**config.mk**
```make
export PLATFORM = sky130hd
export DESIGN_NAME = dma_burst_engine
export DESIGN_NICKNAME = d
export VERILOG_FILES = /design/src/rtl/dma_burst_engine.sv
export SDC_FILE = /design/constraint.sdc
export NUM_CORES = 1
export LEC_CHECK = 0
export BUFFER_PORTS_ARGS = -buffer_cell sky130_fd_sc_hd__buf_2
export CORE_ASPECT_RATIO = 1.2
export CORE_MARGIN = 3
export CORE_UTILIZATION = 32
export DETAILED_ROUTE_END_ITERATION = 16
export MAX_ROUTING_LAYER = met4
export PLACE_DENSITY = 0.46
export SETUP_SLACK_MARGIN = 0.3
export SYNTH_ARGS = -nofsm -noshare
export SYNTH_HDL_FRONTEND = slang
export SYNTH_SLANG_ARGS = --single-unit
```
**constraint.sdc**
```tcl
create_clock -name clk -period 19.25 [get_ports clk]
set_clock_uncertainty 0.05 [all_clocks]
set_input_delay 1.925 -clock clk [delete_from_list [all_inputs] [get_ports clk]]
set_output_delay 1.925 -clock clk [all_outputs]
set_load 0.02 [all_outputs]
```
**src/rtl/dma_burst_engine.sv**
```systemverilog
// AXI4 memory-to-memory DMA: moves a transfer as bursts of at most MAX_BURST beats that never cross 4 KB.
// Optional feature macro: DMA_RESP_CHECK_EN (rresp/bresp/rlast checking with sticky error and early finish).
module dma_burst_engine #(
    parameter int DATA_W    = 32,
    parameter int ADDR_W    = 32,
    parameter int MAX_BURST = 16,
    parameter int LEN_W     = 24
) (
    input  logic                 clk,
    input  logic                 rst,
    input  logic                 start,
    input  logic [ADDR_W-1:0]    src_addr,
    input  logic [ADDR_W-1:0]    dst_addr,
    input  logic [LEN_W-1:0]     xfer_beats,
    output logic                 busy,
    output logic                 done,
    output logic                 error,
    output logic [ADDR_W-1:0]    m_axi_araddr,
    output logic [7:0]           m_axi_arlen,
    output logic [2:0]           m_axi_arsize,
    output logic [1:0]           m_axi_arburst,
    output logic                 m_axi_arvalid,
    input  logic                 m_axi_arready,
    input  logic [DATA_W-1:0]    m_axi_rdata,
    input  logic [1:0]           m_axi_rresp,
    input  logic                 m_axi_rlast,
    input  logic                 m_axi_rvalid,
    output logic                 m_axi_rready,
    output logic [ADDR_W-1:0]    m_axi_awaddr,
    output logic [7:0]           m_axi_awlen,
    output logic [2:0]           m_axi_awsize,
    output logic [1:0]           m_axi_awburst,
    output logic                 m_axi_awvalid,
    input  logic                 m_axi_awready,
    output logic [DATA_W-1:0]    m_axi_wdata,
    output logic [DATA_W/8-1:0]  m_axi_wstrb,
    output logic                 m_axi_wlast,
    output logic                 m_axi_wvalid,
    input  logic                 m_axi_wready,
    input  logic [1:0]           m_axi_bresp,
    input  logic                 m_axi_bvalid,
    output logic                 m_axi_bready,
    output logic [2:0]           dbg_state
);
    localparam int BYTES = DATA_W / 8;
    localparam int BSH   = $clog2(BYTES);
    localparam int PW    = $clog2(MAX_BURST) + 1;
    localparam int CW    = (LEN_W + 1 > 14) ? LEN_W + 1 : 14;

    typedef enum logic [2:0] {
        S_IDLE, S_RD_ADDR, S_RD_DATA, S_WR_ADDR, S_WR_DATA, S_WR_RESP, S_FIN
    } state_e;

    state_e              state_q, state_d;
    logic [ADDR_W-1:0]   src_q, src_d, dst_q, dst_d;
    logic [LEN_W-1:0]    rem_q, rem_d;
    logic [PW-1:0]       wptr_q, wptr_d, rptr_q, rptr_d;
    logic                err_q, err_d;
    logic [DATA_W-1:0]   buf_mem [MAX_BURST];

    logic [CW-1:0]       src_room, dst_room, blen_w;
    logic [PW-1:0]       blen, last_idx;
    logic [ADDR_W-1:0]   burst_bytes;

    // Burst length: smallest of remaining beats, buffer depth and room left in both 4 KB pages.
    always_comb begin
        src_room = (CW'(4096) - CW'(src_q[11:0])) >> BSH;
        dst_room = (CW'(4096) - CW'(dst_q[11:0])) >> BSH;
        blen_w   = CW'(rem_q);
        if (CW'(MAX_BURST) < blen_w) blen_w = CW'(MAX_BURST);
        if (src_room < blen_w)       blen_w = src_room;
        if (dst_room < blen_w)       blen_w = dst_room;
    end

    assign blen        = PW'(blen_w);
    assign last_idx    = blen - PW'(1);
    assign burst_bytes = ADDR_W'(blen) << BSH;

    always_ff @(posedge clk or posedge rst) begin
        if (rst) begin
            state_q <= S_IDLE;
            src_q   <= '0;
            dst_q   <= '0;
            rem_q   <= '0;
            wptr_q  <= '0;
            rptr_q  <= '0;
            err_q   <= 1'b0;
        end else begin
            state_q <= state_d;
            src_q   <= src_d;
            dst_q   <= dst_d;
            rem_q   <= rem_d;
            wptr_q  <= wptr_d;
            rptr_q  <= rptr_d;
            err_q   <= err_d;
        end
    end

    always_ff @(posedge clk) begin
        if (state_q == S_RD_DATA && m_axi_rvalid)
            buf_mem[wptr_q[PW-2:0]] <= m_axi_rdata;
    end

    // Readies are implied by state, so each handshake only needs the slave's valid/ready here.
    always_comb begin
        state_d = state_q;
        src_d   = src_q;
        dst_d   = dst_q;
        rem_d   = rem_q;
        wptr_d  = wptr_q;
        rptr_d  = rptr_q;
        err_d   = err_q;
        case (state_q)
            S_IDLE: if (start) begin
                src_d   = src_addr & ~ADDR_W'(BYTES - 1);
                dst_d   = dst_addr & ~ADDR_W'(BYTES - 1);
                rem_d   = xfer_beats;
                err_d   = 1'b0;
                wptr_d  = '0;
                rptr_d  = '0;
                state_d = (xfer_beats == '0) ? S_FIN : S_RD_ADDR;
            end
            S_RD_ADDR: if (m_axi_arready) begin
                wptr_d  = '0;
                state_d = S_RD_DATA;
            end
            S_RD_DATA: if (m_axi_rvalid) begin
                wptr_d = wptr_q + PW'(1);
`ifdef DMA_RESP_CHECK_EN
                if (m_axi_rresp != 2'b00 || m_axi_rlast != (wptr_q == last_idx))
                    err_d = 1'b1;
`endif
                if (wptr_q == last_idx) state_d = S_WR_ADDR;
            end
            S_WR_ADDR: if (m_axi_awready) begin
                rptr_d  = '0;
                state_d = S_WR_DATA;
            end
            S_WR_DATA: if (m_axi_wready) begin
                rptr_d = rptr_q + PW'(1);
                if (rptr_q == last_idx) state_d = S_WR_RESP;
            end
            S_WR_RESP: if (m_axi_bvalid) begin
                src_d = src_q + burst_bytes;
                dst_d = dst_q + burst_bytes;
                rem_d = rem_q - LEN_W'(blen);
`ifdef DMA_RESP_CHECK_EN
                if (m_axi_bresp != 2'b00) err_d = 1'b1;
`endif
                state_d = (rem_q == LEN_W'(blen) || err_d) ? S_FIN : S_RD_ADDR;
            end
            S_FIN:   state_d = S_IDLE;
            default: state_d = S_IDLE;
        endcase
    end

    always_comb begin
        m_axi_arsize  = 3'(BSH);
        m_axi_awsize  = 3'(BSH);
        m_axi_arburst = 2'b01;
        m_axi_awburst = 2'b01;
        m_axi_arvalid = (state_q == S_RD_ADDR);
        m_axi_araddr  = m_axi_arvalid ? src_q : '0;
        m_axi_arlen   = m_axi_arvalid ? 8'(last_idx) : 8'd0;
        m_axi_rready  = (state_q == S_RD_DATA);
        m_axi_awvalid = (state_q == S_WR_ADDR);
        m_axi_awaddr  = m_axi_awvalid ? dst_q : '0;
        m_axi_awlen   = m_axi_awvalid ? 8'(last_idx) : 8'd0;
        m_axi_wvalid  = (state_q == S_WR_DATA);
        m_axi_wdata   = m_axi_wvalid ? buf_mem[rptr_q[PW-2:0]] : '0;
        m_axi_wstrb   = m_axi_wvalid ? '1 : '0;
        m_axi_wlast   = m_axi_wvalid && (rptr_q == last_idx);
        m_axi_bready  = (state_q == S_WR_RESP);
        busy          = (state_q != S_IDLE) && (state_q != S_FIN);
        done          = (state_q == S_FIN);
        dbg_state     = state_q;
    end

`ifdef DMA_RESP_CHECK_EN
    assign error = err_q;
`else
    logic unused_resp;
    assign unused_resp = ^{m_axi_rresp, m_axi_rlast, m_axi_bresp, err_q};
    assign error = 1'b0;
`endif

endmodule

```
==> results of run 1 <==
==> area by class of cell <==
type / count / share of cell area
Timing Repair Buffer: 272 / 0.0435
Clock inverter: 49 / 0.0184
Sequential cell: 609 / 0.538
Tap cell: 1140 / 0.0431
Multi-Input combinational cell: 1193 / 0.299
Clock buffer: 77 / 0.0531
Antenna cell: 10 / 0.000756
Inverter: 34 / 0.00404
==> metrics by stage <==
stage / cells / util / worst slack [ns]
after global routing: 3382 / 0.381 / 8.30
after floorplan: 1979 / - / 11.11
after CTS: 3374 / 0.380 / 8.88
final: 3384 / 0.381 / 8.91
after global placement: 3248 / 0.353 / 9.69
after detailed placement: 3248 / 0.353 / 9.62
==> flip-flops by register name (all words and copies together) (netlist names) <==
name and cells:
rem_q 24, dbg_state 3, rptr_q 5, dst_q 30, src_q 30, buf_mem 512, wptr_q 5
==> kinds of logic after synthesis <==
| kind of cell | after synthesis |
|---|---|
| AOI/OAI and AO/OA | 352 |
| xor gates and xnor gates | 37 |
| adders and majority gates | 44 |
| buffers and inverters | 177 |
| DFF | 609 |
| muxes | 168 |
| other | 2 |
| and+or+nand+nor | 565 |
==> Yosys cell counts, types with 4 or more instances <==
cell type,n
nor3_1,39
and2_1,66
o21ai_0,72
nand3_1,57
inv_1,30
edfxtp_1,512
nand3b_1,6
a2111oi_0,7
nand2_1,111
clkbuf_1,88
nand4_1,9
buf_2,4
a21oi_1,128
a31oi_1,18
nor2_1,139
xnor2_1,22
a21o_1,9
and4_1,4
buf_1,24
mux4_2,160
buf_4,26
o22a_1,10
nor4_1,23
nor2b_1,8
mux2i_1,4
o31ai_1,4
o22ai_1,22
a211oi_1,16
o21a_1,6
o211ai_1,6
a311oi_1,7
and3_1,51
xor2_1,15
dfrtp_1,97
or3_1,20
nand2b_1,12
ha_1,39
a31o_2,5
==> per-layer routing <==
layer,wire [um],global-route usage
met5,0,-
met4,1440,0.0425
met3,4580,0.0352
met2,41500,0.308
met1,34400,0.225
==> critical path: cells and delay by family (launching register included) <==
family / cells / cell delay (ns)
buf+inv: 1 / 0.28
simple gates: 12 / 3.40
flops: 1 / 0.45
compound gates: 8 / 2.88
fa+ha+maj: 2 / 0.57
xor+xnor: 1 / 0.19
==> power by group through the flow <==
stage / clock network, uW / logic [uW] / registers (uW)
6_report: 1360 / 2320 / 1710
5_1_grt: 1460 / 2560 / 1720
4_1_cts: 1410 / 2350 / 1710
3_5_place_dp: 0 / 2340 / 1730
3_3_place_gp: 0 / 2310 / 1730
2_1_floorplan: 0 / 1720 / 1640
==> placed cells by master, fill, tap and decap left out, types with 32 or more instances in the layout <==
| cell | Yosys | layout |
|---|---|---|
| edfxtp_1 | 512 | 512 |
| dfrtp_1 | 97 | 93 |
| buf_2 | 4 | 240 |
| a21oi_1 | 128 | 127 |
| nor2_1 | 139 | 127 |
| o21ai_0 | 72 | 72 |
| nor3_1 | 39 | 35 |
| buf_4 | 26 | 32 |
| mux4_2 | 160 | 160 |
| ha_1 | 39 | 39 |
| clkbuf_16 | 0 | 69 |
| and2_1 | 66 | 66 |
| nand2_1 | 111 | 110 |
| and3_1 | 51 | 51 |
| nand3_1 | 57 | 57 |
==> worst paths after layout <==
| kind | from | endpoint | cells after the start |
|---|---|---|---|
| worst min register to register | src_q[23] | src_q[23] | 2 |
| worst max-delay path | rem_q[12] | m_axi_wlast | 24 |
| max in group asynchronous | rst | src_q[6] | 3 |
| worst min-delay path | src_q[23] | src_q[23] | 2 |
| worst max register to register | rem_q[12] | src_q[30] | 35 |
| min in group asynchronous | rst | dst_q[9] | 2 |
==> results.ini, run 1 <==
[status]
status = finished clean

[yosys]
syn_avg_cell_area_sq_um = 14.5
yosysSeqAreaShare = 0.630
ys.flop_type = edfxtp_1
ys_ff_latch = 609
synthArstFlopShare = 0.159
synth-compound-area-share = 0.0775
yosys.area_share.simple = 0.102
synth_xor_area_frac = 0.0115
synth.area.mux_share = 0.131
netlist_area_sq_um = 28200
synth_top_family_by_area = multiplexers
synth_warnings = 0
synth-edff-count = 512
synthAdderAreaFrac = 0.0198
synthDistinctLibCells = 86
yosys-top-cells-area = edfxtp_1 (54%), mux4_2 (13%), dfrtp_1 (8.6%), a21oi_1 (2.3%), nor2_1 (1.8%)
netlist_instances = 1954
yosys.area.top_type = edfxtp_1
synth_top_area_frac = 0.544

[routing]
wl_per_cell_um = 24.2
vias = 18065
drtIter0Drc = 1326
drc = 0
antenna_left = 0
routed_wl_mm = 81.9
first_pass_iters = 5
vias_per_cell = 5.34

[worst_setup_path]
critPathKind = flop to output port
worstPathCellList = nor4_1, nand3_1, nor3_4, nand2_1, ha_1, and2_1, a221o_1, nor4_4, o21a_2, nor2_1, a21oi_1, ha_1, a21oi_1, o221a_2, a2bb2oi_1, nand3_1, or3_1, nand2_1, a21o_1, nor2_1, a21oi_1, xnor2_1, nor4_1, buf_2
start_kind = flop
critical_path.max_stage_delay_ns = 0.65
r2r_setup_slack_ns = 9.79
cp_common_cell = a21oi_1
crit_path_end_kind = output port
slowest_stage = a21oi_1
crit_fanout = 14
cp_data_arrival_time_ns = 8.37
worstPathRequired_ns = 17.27

[floorplan]
ios = 271
coreArea_sq_um = 87000
die_w_um = 277
start_util = 0.325
die_h_um = 331
row_count = 118
dieArea_sq_um = 91900

[sta]
hold_slack_ns = 0.464
hold_violations = 0
fmax_mhz = 96.7
setup_violations = 0
fin_crit_sh = 0.537
grt_setup_unrepaired = false
drv_slew = 0
layout_min_cycle_time_ns = 10.34
worst_slew_pin_slew_ns = 1.30
timing.setup.tns_ns = 0
relSlewSlack = 0.126

[cts]
clk_latency_ns = 0.63
cts_num_sinks = 609
path_clk_slew_ns = 0.06
cts_inserted_buffers = 69
cts_hold_buf = 0
post_cts_buffers = 0
cts_max_level = 3
cts_tree = built
ctsResizeCount = 0
clockBufferDepth = 3
clock-root-buffer = clkbuf_16

[finish]
stdcell_area_sq_um = 33100
layout-drive-gt1-share = 0.265
regArea_sq_um = 17800
multi_input_area_sq_um = 9900
syn2layout_area_growth_pct = 17.2
nets = 2353
final.fill_count = 8240

[grt]
gr-usage-all-layers = 0.181
grt_pass1_vias = 18568
overflow = 0
grt_pass1_wl_mm = 122
antenna_found_initial = 9
grt_max_degree = 79

[pwr]
leakagePower_uw = 0.0115
combPwrFrac = 0.431
power.internal_uw = 3230
swShare = 0.402
finalPower_uw = 5390
clockPowerShare = 0.253
power_switching_uw = 2170
pwr-share-seq = 0.316
power_density_nw_per_um2 = 163
vdd_drop_max_mv = 0.0919

[flow_run]
cap_violations = 0

[place]
hpwl_mm = 48.4
numPortBuffers = 240
placed_area_sq_um = 30700
place_congestion = 0.865

[min_path]
hold_class = flop to flop

Power figures use the tool's default switching activity.
==> run 2: changes to the inputs <==
- ABC_AREA: default -> 1
- PLACE_DENSITY: 0.46 -> 0.48
- clock period: 19.25 -> 8.6 ns (I/O delays scaled with it)
==> results.ini, run 2 <==
[worst_setup_path]
critical_path.max_stage_delay_ns = 0.42
crit_path_end_kind = flop
worstSetupStartpoint = rem_q[11]
slowest_stage = dfrtp_1
start_kind = flop
critPathKind = flop to flop
worstPathRequired_ns = 9.01
cp_common_cell = nand2_1
cp_data_arrival_time_ns = 7.94
crit_fanout = 9
cp.buffers_inverters = 8
r2r-start = rem_q[11]
path_delay_family = simple AND/OR/NAND/NOR gates

[finish]
final.fill_count = 8692
syn2layout_area_growth_pct = 17.0
nets = 3155
final_common_cell = edfxtp_1
final_cell_mix = edfxtp_1 (512), nor2_1 (438), o21ai_0 (353)
layout-drive-gt1-share = 0.164
largest_reg_flops = 512

[yosys]
yosys-top-cells-area = edfxtp_1 (54%), dfrtp_1 (8.5%), o21ai_0 (6.2%), nor2_1 (6.1%), nand2_1 (4.0%)
netlist_instances = 2775
synth_top_family_by_area = simple AND/OR/NAND/NOR gates
syn_avg_cell_area_sq_um = 10.3
synth-compound-area-share = 0.142
synth_top_area_frac = 0.537
synth_warnings = 0
synth.area.mux_share = 0
yosys.area_share.simple = 0.156
synthAdderAreaFrac = 0.0184
synth-edff-count = 512
synthArstFlopShare = 0.159
yosys.area.top_type = edfxtp_1
yosysMostFrequentCell = edfxtp_1
yosysSeqAreaShare = 0.621
synthDistinctLibCells = 49
ys_top_cells_by_count = edfxtp_1 (512), nor2_1 (462), o21ai_0 (354)
ys.flop_type = edfxtp_1
synth_xor_area_frac = 0.0110
netlist_area_sq_um = 28600
ys_ff_latch = 609

[sta]
fin_crit_sh = 0.876
worst_slew_pin_slew_ns = 1.21
drv_slew = 0
hold_violations = 0
layout_min_cycle_time_ns = 7.53
timing.setup.tns_ns = 0
grt_setup_unrepaired = false
setup_violations = 0
fmax_mhz = 133
relSlewSlack = 0.194

[routing]
routed_wl_mm = 88.9
vias_per_cell = 5.24
drtIter0Drc = 1695
vias = 21965
first_pass_iters = 5
wl_per_cell_um = 21.2
drc = 0
antenna_left = 0

[place]
hpwl_mm = 51.5
place_congestion = 0.885
numPortBuffers = 240

[min_path]
hold_class = input port to async pin

[pwr]
swShare = 0.432
finalPower_uw = 12000
power_switching_uw = 5180
power_density_nw_per_um2 = 358
vdd_drop_max_mv = 0.193
combPwrFrac = 0.435
clockPowerShare = 0.252
pwr-share-seq = 0.313
power.internal_uw = 6810
leakagePower_uw = 0.0125

[floorplan]
row_count = 119
dieArea_sq_um = 93200
ios = 271
die_w_um = 279
start_util = 0.324
coreArea_sq_um = 88300
die_h_um = 334

[cts]
cts_tree = built
cts_num_sinks = 609
cts_max_level = 3
clockBufferDepth = 3
cts_inserted_buffers = 71
path_clk_slew_ns = 0.06
clock-root-buffer = clkbuf_16
cts_hold_buf = 0
clk_latency_ns = 0.61

[grt]
antenna_found_initial = 6
grt_pass1_wl_mm = 134
grt_pass1_vias = 21963
grt_max_degree = 100
overflow = 0
gr-usage-all-layers = 0.192

[status]
status = finished clean

[flow_run]
cap_violations = 0

run 2: worst paths after layout:
| check | end | slack (ns) | depth (start not counted) |
|---|---|---|---|
| worst min-delay path | dst_q[26] | 0.17 | 2 |
| worst max register to register | src_q[30] | 1.07 | 53 |
| worst max-delay path | src_q[30] | 1.07 | 53 |
| worst min register to register | rem_q[20] | 0.47 | 2 |
| min in group clk | rem_q[20] | 0.47 | 2 |
| max in group asynchronous | rptr_q[1] | 6.85 | 3 |
run 2: area by class of cell:
| class | count | area [sq um] | share of cell area |
|---|---|---|---|
| sequential | 609 | 17800 | 0.531 |
| antenna | 4 | 10.0 | 0.000299 |
| tap | 1149 | 1440 | 0.0429 |
| timing repair buffer | 278 | 1490 | 0.0444 |
| multi-input combinational | 1824 | 9700 | 0.289 |
| clock inverter | 41 | 415 | 0.0124 |
| inverter | 197 | 752 | 0.0224 |
| clock buffer | 88 | 1900 | 0.0568 |
run 2: worst register-to-register path, delay by kind of cell, from the launching register on:
kind / cells / cell delay (ns)
AO/OA/AOI/OAI: 5 / 0.75
adder cells (fa/ha/maj): 4 / 1.18
buffers and inverters: 8 / 0.61
flip-flops: 1 / 0.42
AND/OR/NAND/NOR: 36 / 4.37
run 2: logic make-up (layout without fill, tap and decap cells):
group,count (synthesis),after routing
AOI/OAI and AO/OA,696,696
xor gates and xnor gates,36,36
adders and majority gates,41,41
buffers and inverters,367,604
DFF,609,609
other,2,31
and+or+nand+nor,1024,1024
run 2: metrics by stage:
stage	util	hold WS [ns]	setup WS [ns]	area [sq um]	instances
2_1_floorplan	-	0.421	1.40	28700	2800
3_3_place_gp	0.352	0.435	0.453	31100	4057
3_5_place_dp	0.352	0.455	0.340	31100	4057
4_1_cts	0.378	0.136	0.301	33400	4186
5_1_grt	0.380	0.174	0.293	33500	4190
6_report	0.380	0.171	1.07	33500	4190
run 2: repair_timing:
action | in CTS | in global routing
endpoints found under the hold margin | 0 | 0
endpoints found under the setup margin | 0 | 15
buffers inserted | 0 | 0
gates resized for setup | 0 | 21
run 2: metal layers:
| layer | track usage | wire [um] | vias to the layer above | part of all wire |
|---|---|---|---|---|
| li1 | - | - | 10271 | - |
| met1 | 0.233 | 37700 | 10898 | 0.42 |
| met2 | 0.326 | 43900 | 659 | 0.49 |
| met3 | 0.0329 | 4980 | 137 | 0.056 |
| met4 | 0.0607 | 2400 | 0 | 0.027 |
| met5 | - | 0 | - | 0 |
run 2: power groups by stage:
stage	combinational [uW]	sequential [uW]	clock [uW]
2_1_floorplan	3800	3690	0
3_3_place_gp	5130	3790	0
3_5_place_dp	5220	3800	0
4_1_cts	5240	3740	3110
5_1_grt	5830	3790	3230
6_report	5220	3750	3020
==> run 3: changes to the inputs <==
- GPL_TIMING_DRIVEN: default -> 0
==> results.ini, run 3 (same netlist as run 2, synthesis figures left out) <==
[finish]
largest_reg_flops = 512
final_cell_mix = edfxtp_1 (512), nor2_1 (435), o21ai_0 (353)
finalNonFillerCells = 4343
final_common_cell = edfxtp_1
nets = 3306
syn2layout_area_growth_pct = 20.3
layout-drive-gt1-share = 0.160
stdcell_area_sq_um = 34500
utilization = 0.390
final.fill_count = 8770

[worst_setup_path]
crit_fanout = 8
path_delay_family = simple AND/OR/NAND/NOR gates
start_kind = flop
critPathKind = flop to flop
cp.buffers_inverters = 8
crit_path_end_kind = flop
critical_path.max_stage_delay_ns = 0.43
worstPathRequired_ns = 9.03
cp_common_cell = nand2_1
slowest_stage = dfrtp_1
cp_data_arrival_time_ns = 8.10

[sta]
fmax_mhz = 130
layout_min_cycle_time_ns = 7.67
relSlewSlack = 0.118
worst_slew_pin_slew_ns = 1.32
fin_crit_sh = 0.892
timing.setup.tns_ns = 0
drv_slew = 0
hold_violations = 0
grt_setup_unrepaired = true
setup_violations = 0

[routing]
first_pass_iters = 5
drtIter0Drc = 2021
routed_wl_mm = 105
drc = 0
vias_per_cell = 5.33
wl_per_cell_um = 24.1
vias = 23143
antenna_left = 0

[min_path]
hold_class = input port to async pin

[floorplan]
row_count = 119
die_w_um = 279
die_h_um = 334
coreArea_sq_um = 88300
ios = 271
start_util = 0.324
dieArea_sq_um = 93200

[grt]
grt_pass1_vias = 23250
grt_busiest_layer = met2
gr-usage-all-layers = 0.226
overflow = 0
grt_max_degree = 83
use_met3 = 0.0340
grt_pass1_wl_mm = 152
antenna_found_initial = 4
grt_use_met2 = 0.393
grt_use_met1 = 0.267

[pwr]
vdd_drop_max_mv = 0.198
leakagePower_uw = 0.0128
power_density_nw_per_um2 = 364

[status]
status = finished clean

[cts]
cts_inserted_buffers = 70
cts_max_level = 3
path_clk_slew_ns = 0.07
cts_num_sinks = 609
clock-root-buffer = clkbuf_16
clk_latency_ns = 0.64
clockBufferDepth = 3
cts_tree = built

[flow_run]
cap_violations = 0

[place]
hpwl_mm = 74.2
numPortBuffers = 240
placed_cells = 4207
place_congestion = 0.914
placed_area_sq_um = 31900

==> run 3: metal layers <==
layer | vias to the layer above | part of all wire
met2 | 885 | 0.50
met4 | 0 | 0.031
met3 | 186 | 0.063
li1 | 10587 | -
met1 | 11485 | 0.40
met5 | - | 0
==> run 3: worst register-to-register path, delay by kind of cell (launching register included) <==
family | cells | cell delay [ns]
buf+inv | 8 | 0.71
simple gates | 35 | 4.43
fa+ha+maj | 4 | 1.16
compound gates | 5 | 0.73
flops | 1 | 0.43
==> run 3: power breakdown <==
part	leakage, uW	switching (uW)	internal [uW]
Sequential	0.00581	258	3460
Clock	0.00113	1290	1810
Combinational	0.00585	4120	1620
Total	0.0128	5670	6890
==> run 3: worst paths after layout <==
path | cells after the start | to | startpoint | slack, ns
max | 52 | src_q[30] | rem_q[21] | 0.93
min in group clk | 3 | dst_q[25] | dst_addr[25] | 0.46
max reg2reg | 52 | src_q[30] | rem_q[21] | 0.93
min | 2 | dst_q[24] | rst | 0.1
max in group asynchronous | 3 | src_q[4] | rst | 7.63
min reg2reg | 2 | rem_q[20] | rem_q[20] | 0.49
==> run 3: repair_timing <==
item / CTS / global route
setup endpoints to repair: 7 / 12
pin swaps: 0 / 3
hold buffers: 0 / 0
buffers inserted: 0 / 2
resized for setup: 5 / 31
==> run 3: metrics by stage <==
stage	power, uW	setup WS [ns]	hold WS [ns]
6_report	12600	0.931	0.0951
2_1_floorplan	7490	1.40	0.421
4_1_cts	12600	0.371	0.0542
3_3_place_gp	9370	-0.0858	0.444
3_5_place_dp	9420	-0.0447	0.470
5_1_grt	13300	0.263	0.0866
==> run 3: area by class of cell <==
class / instances / area (sq um) / area share
clock inverter: 40 / 494 / 0.0143
timing repair buffer: 260 / 1650 / 0.0479
buffer: 170 / 732 / 0.0212
multi-input combinational: 1824 / 9740 / 0.283
sequential: 609 / 17800 / 0.517
inverter: 197 / 748 / 0.0217
antenna: 5 / 12.5 / 0.000363
tap: 1149 / 1440 / 0.0417
clock buffer: 89 / 1840 / 0.0535
